[config.mk]
export PLATFORM = sky130hd
export DESIGN_NAME = rgb_to_yuv_conversion
export DESIGN_NICKNAME = d
export VERILOG_FILES = /design/src/rtl/rgb_to_yuv_conversion.sv
export SDC_FILE = /design/constraint.sdc
export NUM_CORES = 2
export LEC_CHECK = 0
export ABC_AREA = 1
export ABC_CLOCK_PERIOD_IN_PS = 11800
export BUFFER_PORTS_ARGS = -buffer_cell sky130_fd_sc_hd__buf_4
export CORE_MARGIN = 4
export CORE_UTILIZATION = 35
export DETAILED_ROUTE_END_ITERATION = 12
export PLACE_DENSITY = 0.48
export SETUP_SLACK_MARGIN = 0.02
export SLEW_MARGIN = 20
export SYNTH_ARGS = -nofsm -noshare
export SYNTH_HDL_FRONTEND = slang
export SYNTH_SLANG_ARGS = --single-unit
[constraint.sdc]
create_clock -name clk -period 11.8 [get_ports clk]
set_input_delay 2.36 -clock clk [delete_from_list [all_inputs] [get_ports clk]]
set_output_delay 2.36 -clock clk [all_outputs]
set_load 0.05 [all_outputs]
[src/rtl/rgb_to_yuv_conversion.sv]
// rgb_to_yuv_conversion
//   Converts a packed RGB888 frame held in SRAM into planar YUV 4:2:2
//   (separate Y, U and V planes) in the same SRAM. The frame is processed
//   in groups of 4 pixels (two pairs) at a fixed 12 cycles per group.
//   One start pulse converts one frame and ends with a done pulse.
//
// Ports
//   clk        rising-edge clock
//   reset      synchronous, active-high
//   start      begin conversion (only looked at while idle)
//   done       one-cycle pulse when the last group has been written
//   busy       high whenever the block is not idle
//   raddr      SRAM read address; rdata returns one cycle later
//   rdata      SRAM read data
//   waddr      SRAM write address
//   wdata      SRAM write data
//   wr_enable  SRAM write strobe
module rgb_to_yuv_conversion #(
    parameter int ADDR_RGB = 115200,
    parameter int ADDR_Y   = 0,
    parameter int ADDR_U   = 38400,
    parameter int ADDR_V   = 57600,
    parameter int W        = 320,
    parameter int H        = 240,
    parameter int DW       = 16,
    parameter int AW       = 18
) (
    input  logic          clk,
    input  logic          reset,
    input  logic          start,
    output logic          done,
    output logic          busy,
    output logic [AW-1:0] raddr,
    input  logic [DW-1:0] rdata,
    output logic [AW-1:0] waddr,
    output logic [DW-1:0] wdata,
    output logic          wr_enable
);

    localparam int            NGRP   = W * H / 4;
    localparam logic [AW-1:0] LAST_G = AW'(NGRP - 1);
    localparam logic [AW-1:0] A_RGB  = AW'(ADDR_RGB);
    localparam logic [AW-1:0] A_Y    = AW'(ADDR_Y);
    localparam logic [AW-1:0] A_U    = AW'(ADDR_U);
    localparam logic [AW-1:0] A_V    = AW'(ADDR_V);

    typedef enum logic [3:0] {
        S_IDLE, S_RD0, S_RD1, S_RD2, S_RD3, S_RD4, S_RD5, S_RDW,
        S_CALC, S_WR0, S_WR1, S_WR2, S_WR3, S_DONE
    } state_t;

    state_t               state_q, state_d;
    logic [AW-1:0]        g_q, g_d;
    logic [AW-1:0]        raddr_q, raddr_d;
    logic [AW-1:0]        waddr_q, waddr_d;
    logic [DW-1:0]        wdata_q, wdata_d;
    logic [5:0][DW-1:0]   w_q, w_d;      // six source words of the current group
    logic [3:0][7:0]      y_q, y_d;      // Y0..Y3
    logic [1:0][7:0]      u_q, u_d;      // [0]=pair0, [1]=pair1
    logic [1:0][7:0]      v_q, v_d;
    logic [3:0][7:0]      y_c;
    logic [1:0][7:0]      u_c, v_c;
    logic [AW-1:0]        g6;

    function automatic logic signed [19:0] sx(input logic [7:0] c);
        return $signed({12'd0, c});
    endfunction

    function automatic logic [7:0] sat8(input logic signed [19:0] v);
        if (v < 20'sd0)        return 8'd0;
        else if (v > 20'sd255) return 8'hFF;
        else                   return v[7:0];
    endfunction

    // >>> on a signed operand gives the floor shift needed for negative sums.
    function automatic logic [7:0] calc_y(input logic [7:0] r, g, b);
        logic signed [19:0] t;
        t = 20'sd66 * sx(r) + 20'sd129 * sx(g) + 20'sd25 * sx(b) + 20'sd128;
        return sat8((t >>> 8) + 20'sd16);
    endfunction

    function automatic logic [7:0] calc_u(input logic [7:0] r, g, b);
        logic signed [19:0] t;
        t = 20'sd112 * sx(b) - 20'sd38 * sx(r) - 20'sd74 * sx(g) + 20'sd128;
        return sat8((t >>> 8) + 20'sd128);
    endfunction

    function automatic logic [7:0] calc_v(input logic [7:0] r, g, b);
        logic signed [19:0] t;
        t = 20'sd112 * sx(r) - 20'sd94 * sx(g) - 20'sd18 * sx(b) + 20'sd128;
        return sat8((t >>> 8) + 20'sd128);
    endfunction

    function automatic logic [7:0] avg8(input logic [7:0] a, b);
        logic [8:0] s;
        s = {1'b0, a} + {1'b0, b} + 9'd1;
        return s[8:1];
    endfunction

    // Pixel math on the captured words. Byte stream per pair is R0 G0 B0 R1 G1 B1.
    always_comb begin
        y_c = '0;
        u_c = '0;
        v_c = '0;
        for (int p = 0; p < 2; p++) begin
            logic [7:0] ra, ga, ba, rb, gb, bb;
            ra = w_q[3*p][15:8];
            ga = w_q[3*p][7:0];
            ba = w_q[3*p+1][15:8];
            rb = w_q[3*p+1][7:0];
            gb = w_q[3*p+2][15:8];
            bb = w_q[3*p+2][7:0];
            y_c[2*p]   = calc_y(ra, ga, ba);
            y_c[2*p+1] = calc_y(rb, gb, bb);
            u_c[p]     = calc_u(avg8(ra, rb), avg8(ga, gb), avg8(ba, bb));
            v_c[p]     = calc_v(avg8(ra, rb), avg8(ga, gb), avg8(ba, bb));
        end
    end

    always_comb begin
        state_d = state_q;
        g_d     = g_q;
        w_d     = w_q;
        y_d     = y_q;
        u_d     = u_q;
        v_d     = v_q;
        raddr_d = raddr_q;
        waddr_d = waddr_q;
        wdata_d = wdata_q;

        case (state_q)
            S_IDLE: if (start) begin
                state_d = S_RD0;
                g_d     = '0;
            end
            S_RD0, S_RD1, S_RD2, S_RD3, S_RD4, S_RD5, S_RDW,
            S_CALC, S_WR0, S_WR1, S_WR2:
                state_d = state_t'(state_q + 4'd1);
            S_WR3: if (g_q == LAST_G) begin
                state_d = S_DONE;
            end else begin
                state_d = S_RD0;
                g_d     = g_q + 1'b1;
            end
            default: state_d = S_IDLE;
        endcase

        // Each word arrives one cycle after its address was issued.
        case (state_q)
            S_RD1: w_d[0] = rdata;
            S_RD2: w_d[1] = rdata;
            S_RD3: w_d[2] = rdata;
            S_RD4: w_d[3] = rdata;
            S_RD5: w_d[4] = rdata;
            S_RDW: w_d[5] = rdata;
            S_CALC: begin
                y_d = y_c;
                u_d = u_c;
                v_d = v_c;
            end
            default: ;
        endcase

        // Address/data registers are loaded for the state being entered so
        // they line up with it, and simply hold everywhere else. y_d/u_d/v_d
        // are used so the CALC->WR0 transition picks up the fresh results.
        g6 = (g_d << 2) + (g_d << 1);
        case (state_d)
            S_RD0: raddr_d = A_RGB + g6;
            S_RD1: raddr_d = A_RGB + g6 + AW'(1);
            S_RD2: raddr_d = A_RGB + g6 + AW'(2);
            S_RD3: raddr_d = A_RGB + g6 + AW'(3);
            S_RD4: raddr_d = A_RGB + g6 + AW'(4);
            S_RD5: raddr_d = A_RGB + g6 + AW'(5);
            S_WR0: begin
                waddr_d = A_Y + (g_d << 1);
                wdata_d = {y_d[0], y_d[1]};
            end
            S_WR1: begin
                waddr_d = A_Y + (g_d << 1) + AW'(1);
                wdata_d = {y_d[2], y_d[3]};
            end
            S_WR2: begin
                waddr_d = A_U + g_d;
                wdata_d = {u_d[0], u_d[1]};
            end
            S_WR3: begin
                waddr_d = A_V + g_d;
                wdata_d = {v_d[0], v_d[1]};
            end
            default: ;
        endcase
    end

    always_ff @(posedge clk) begin
        if (reset) begin
            state_q <= S_IDLE;
            g_q     <= '0;
            w_q     <= '0;
            y_q     <= '0;
            u_q     <= '0;
            v_q     <= '0;
            raddr_q <= A_RGB;
            waddr_q <= '0;
            wdata_q <= '0;
        end else begin
            state_q <= state_d;
            g_q     <= g_d;
            w_q     <= w_d;
            y_q     <= y_d;
            u_q     <= u_d;
            v_q     <= v_d;
            raddr_q <= raddr_d;
            waddr_q <= waddr_d;
            wdata_q <= wdata_d;
        end
    end

    assign done      = (state_q == S_DONE);
    assign busy      = (state_q != S_IDLE);
    assign wr_enable = (state_q == S_WR0) || (state_q == S_WR1) ||
                       (state_q == S_WR2) || (state_q == S_WR3);
    assign raddr     = raddr_q;
    assign waddr     = waddr_q;
    assign wdata     = wdata_q;

endmodule

### Word level (Yosys, flattened, before mapping)

Cells that the tools add are included.
Widths: inputs -> output; s select.

| cells by class | value |
|---|---|
| add/sub/neg operators | 56 |
| multiply operators | 24 |
| order comparisons | 16 |
| equal/unequal tests | 24 |
| mux-type cells | 28 |
| reductions and logical operators | 8 |

Operator list:

| operator | number |
|---|---|
| $mux 8 | 16 |
| $mul 6x8->14 const A | 8 |
| $pmux 18 s6 | 1 |
| $mul 5x8->13 const A | 6 |
| $add 18x8->19 const B | 4 |
| $add 17x13->18 | 4 |
| $add 17x9->18 const B | 4 |
| $pmux 18 s4 | 1 |
| $add 15x16->17 | 4 |
| $mul 8x8->16 const A | 4 |
| $pmux 16 s4 | 1 |
| $add 18x1->18 const B | 3 |
| $add 8x8->9 | 6 |
| $add 9x1->9 const B | 6 |
| $add 11x5->12 const B | 4 |
| $gt 12x8->1 const B | 4 |
| $lt 12x1->1 const B | 4 |
| $add 10x9->11 const B | 4 |
| $gt 11x9->1 const B | 4 |
| $lt 11x1->1 const B | 4 |
| $mul 3x8->11 const A | 4 |
| $eq 4x4->1 const B | 10 |
| $add 16x18->18 const A | 2 |
| $add 18x2->18 const B | 2 |
| other kinds (24) | 46 |

| storage, ports and cells | value |
|---|---|
| flip-flop bits (word level) | 234 |
| input port bits | 19 |
| output and inout port bits | 55 |
| logic and storage cells | 175 |

### Longest topological paths before layout

| logic depth | value |
|---|---|
| depth after elaboration | 12 |
| mapped depth | 57 |
| mapped depth without buffers | 57 |

### Worst setup path before layout

No wires, ideal clock.

| timing path | value |
|---|---|
| path kind | register to register |
| start point | register w_q[49] (netlist bit) |
| end point | register wdata_q[2], in the netlist wdata[2] |
| library setup time | 118 ps |
| arrival | 7,558 ps |
| required time | 11,682 ps |
| setup slack | 4,124 ps |
| stages on the path, launching flop included | 50 |
| path buffers | 0 |
| period minus slack after synthesis | 7,676 ps |
| path through | dfxtp_1 -> inv_1 -> fa_1 -> nand3b_1 -> and2_1 -> o21ai_0 -> a21oi_1 -> or2_2 -> nand2_1 -> inv_1 -> ha_1 -> inv_1 -> xor2_1 -> fa_1 -> inv_1 -> fa_1 -> inv_1 -> ha_1 -> [... 14 more ...] -> nand2_1 -> inv_1 -> a21oi_1 -> nand3_1 -> a21o_1 -> ha_1 -> inv_1 -> nand3_1 -> inv_1 -> nand2_1 -> nand2_1 -> nand2_1 -> nand2_1 -> nand2_1 -> nand2_1 -> nand3_1 -> nor2_1 -> nor2_1 |

| on the way | value |
|---|---|
| cells in the longest elaborated chain, start to end | 12 |
| elaborated cells on any way between the ends | 22 |
| classes of those cells | add/sub (9); mul (2); order compare (4); mux (7) |

RTL lines:

| item | line | source |
|---|---|---|
| start, declared | 57 | `logic [5:0][DW-1:0] w_q, w_d;` |
| start signal, assigned | 209 | `w_q <= w_d;` |
| $add 8x8->9 (*) | 96 | `s = {1'b0, a} + {1'b0, b} + 9'd1;` |
| $add 9x1->9 (*) | 96 |  |
| $mul 6x8->14 | 90 | `t = 20'sd112 * sx(r) - 20'sd94 * sx(g) - 20'sd18 * sx(b) + 20'sd128;` |
| $sub 15x15->16 | 90 |  |
| $sub 16x14->17 | 90 |  |
| $add 17x9->18 | 90 |  |
| $add 10x9->11 | 91 | `return sat8((t >>> 8) + 20'sd128);` |
| $gt 11x9->1 | 71 | `else if (v > 20'sd255) return 8'hFF;` |
| $mux 8 | 71 |  |
| $mux 8 | 70 | `if (v < 20'sd0) return 8'd0;` |
| $mux 16 | 149 | `case (state_q)` |
| $pmux 16 s4 (*) | 168 | `case (state_d)` |
| end signal, assigned | 215 | `wdata_q <= wdata_d;` |
| end, declared | 56 | `logic [DW-1:0] wdata_q, wdata_d;` |

Mark *: on every way between the ends. The rest lies on a longest branch, timed or not.
A chain may end at the register's enable or synchronous reset.

### Final worst setup path

| timing path | value |
|---|---|
| start point | register w_q[49] (netlist bit) |
| end point | register wdata_q[6], in the netlist wdata[6] |

The elaborated chain is that of the path after synthesis.

==> summary.md <==
| Metric | Value |
|---|---|
| Mean post-synth cell area | approximately 7.1 sq um |
| Die area | 0.107 sq mm |
| Worst slew pin tran | between 1 and 1.5 ns |
| Clock Sink Count | 234 |
| Number of I/O pins | 74 |
| Diode count | 0 |
| Vias/cell | just under 5 |
| Post-CTS sizing | 0 |
| Hold path start | v_q[0] |
| Setup TNS | 0 ns |
| Final Hold Viols | 0 |
| Final ANT Viol Nets | 0 |
| Initial drt markers | about 1.8k |
| Netlist Area Pre-Place | approximately 0.036 sq mm |
| Detailed Route WL | between 100 and 150 mm |
| Most frequent cells in the layout | nand2_1 (907), inv_1 (830), ha_1 (738) |
| Hold crit path type | flop to flop |
| Worst path slowest cell | fa_1 |
| Total gr overflow | 0 |
| Setup crit start | w_q[49] |
| Die width | 327 microns |
| Final Setup Violations | 0 |
| Global placement routability congestion | 0.863 |
| Max incr delay on CP | around 0.52 ns |
| Worst path most repeated cell | inv_1 |
| DR WL/cell | approximately 17 microns |
| Post-route minimum period | around 8.8 ns |
| Top cells by area, synth | ha_1 (26%), dfxtp_1 (13%), fa_1 (11%) |
| TritonCTS clock tree | built |
| Vias | about 31k |
| Root buffer cell | clkbuf_16 |
| Post-synth EDFFs | 0 |
| # rows | ~120 |
| First-pass GRT wire length | between 150 and 200 mm |
| Layout cells sized above 1 | 0.0472 |
| CP arrival | 9.27 ns |
| Clock slew at reported path FFs | 0.06 ns |
| Critical-path maximum fanout | 5 |
| Reg-to-Reg Start | w_q[49] |
| Ys Warns | 0 |
| DP HPWL | around 90 mm |
| Fmax | between 100 and 150 MHz |
| Net count, final | approximately 6.0k |
| DRT Pass-1 Iters | 6 |
| Post-synthesis sequential area ratio | 0.132 |
| Synthesized net count | approximately 5.9k |
| CP Capture Type | flop |
| Core area | roughly 0.10 sq mm |
| Max cap viols | 0 |
| Async SR Flop Fraction | 0 |
| Cell taking the most area after synthesis | ha_1 |
| Rel. slew slack | 0.316 |
| Final period util | 0.747 |
| DRC Markers | 0 |
| Top FF cell, synth | dfxtp_1 |
| Largest net degree at the start of global routing | 97 |
| CP startpoint kind | flop |
| Die Y | 327 microns |
| Synthesized instance count | about 5.0k |
| Latest clock arrival within the worst-skew pair | 0.57 ns |
| Total track usage | 0.203 |
| Final Max Tran Viols | 0 |
| CP Data Required Time | roughly 12 ns |
| Max Buffers Root-to-Sink | 3 |
| Commonest non-fill, non-tap cell in the layout | nand2_1 |
| Initial Utilization | 0.354 |
| Worst Skew | around 0.017 ns |
| Hold_buf cts | 0 |
| Vias in the first global route | 31.0k |
| Register bit count reported by yosys | about 230 |
| Status | finished clean |
| Fillers | between 10k and 15k |
| RSZ-0062 raised after global routing | no |
| Area share of the largest cell type after synthesis | 0.259 |
| H-Tree Depth | 2 |
| Num CTS Buffers | 34 |
| P&R area growth vs syn | 8.71% |
| CP Class | flop to flop |
| Antenna violations before repair | 7 |
| I/O Buffers | 73 |
| Synth unique cells | slightly below 60 |
| Post-CTS Setup Bufs | 0 |
[metal layers]
layer  routed length [microns]  vias to the layer above  GRT usage
li1                          -                    16300          -
met1                     52700                    14500      0.278
met2                     50900                      434      0.355
met3                      3210                       65     0.0157
met4                      1420                        0     0.0312
met5                         0                        -          0
[through the flow]
stage          hold slack [ns]  setup slack [ns]  cell area (sq um)  utilization  instances
6_report                 0.470              2.98              38700        0.385       6423
5_1_grt                  0.488              2.22              38700        0.385       6423
4_1_cts                  0.474              2.97              38700        0.385       6423
3_5_place_dp             0.463              3.03              37700        0.375       6366
3_3_place_gp             0.460              3.09              37700        0.375       6366
2_1_floorplan            0.453              4.12              35600            -       4993
[flip-flops by register name (all words and copies together) (netlist names)]
name	count
y_q	32
raddr	18
waddr	18
w_q	96
state_q	4
u_q	16
v_q	16
g_q	18
wdata	16
[cell type report]
type	count	area, sq um	area share
clock buffers	43	935	0.0241
clock inverters	14	113	0.00291
inverters	844	3180	0.0820
multi-input cells	3839	27400	0.708
flip-flops and latches	234	4680	0.121
well taps	1357	1700	0.0438
repair buffers	92	691	0.0178
[worst max-delay path, delay by kind of cell, from the launching register on]
family	cells	cell delay, ns
AO/OA/AOI/OAI	11	1.97
XOR/XNOR	3	0.44
adder cells (fa/ha/maj)	9	3.24
buffers and inverters	9	0.54
flip-flops	1	0.41
AND/OR/NAND/NOR	14	2.05
[path summary, 6_finish.rpt]
path / endpoint / slack (ns) / depth (start not counted)
worst min-delay path: v_q[0] / 0.47 / 2
worst max-delay path: wdata[6] / 2.98 / 46
worst max register to register: wdata[6] / 2.98 / 46
worst min register to register: v_q[0] / 0.47 / 2
[cell usage after synthesis, types with 3 or more instances]
cell	number
buf_6	3
a21o_1	18
clkbuf_1	56
buf_1	3
a21oi_1	379
ha_1	738
and2_1	11
o21a_1	5
nor2_1	483
dfxtp_1	234
o211ai_1	22
inv_2	11
o21ai_0	310
o21ai_1	11
a31o_2	3
or2_2	36
a41oi_1	3
nor3_1	29
and3_1	3
nor2_4	4
xnor2_1	75
buf_2	6
nand4_1	39
nor2_2	5
nor4_1	6
buf_4	7
a31oi_1	14
nand3b_1	25
o21bai_1	48
nand2_2	14
nand3_1	266
o22ai_1	5
fa_1	191
nand2_4	3
nand2_1	907
a211oi_1	3
inv_1	831
nand3_2	4
o31ai_1	6
xor2_1	151
[cell families after synthesis]
| kind of cell | share of synthesized area |
|---|---|
| AO/OA/AOI/OAI | 0.129 |
| XOR/XNOR | 0.0556 |
| flip-flops | 0.132 |
| AND/OR/NAND/NOR | 0.219 |
| adder cells (fa/ha/maj) | 0.367 |
| buffers and inverters | 0.0987 |
Power is not shown: default switching activity piles up to over one toggle a cycle in this logic, so the estimate is an artifact.
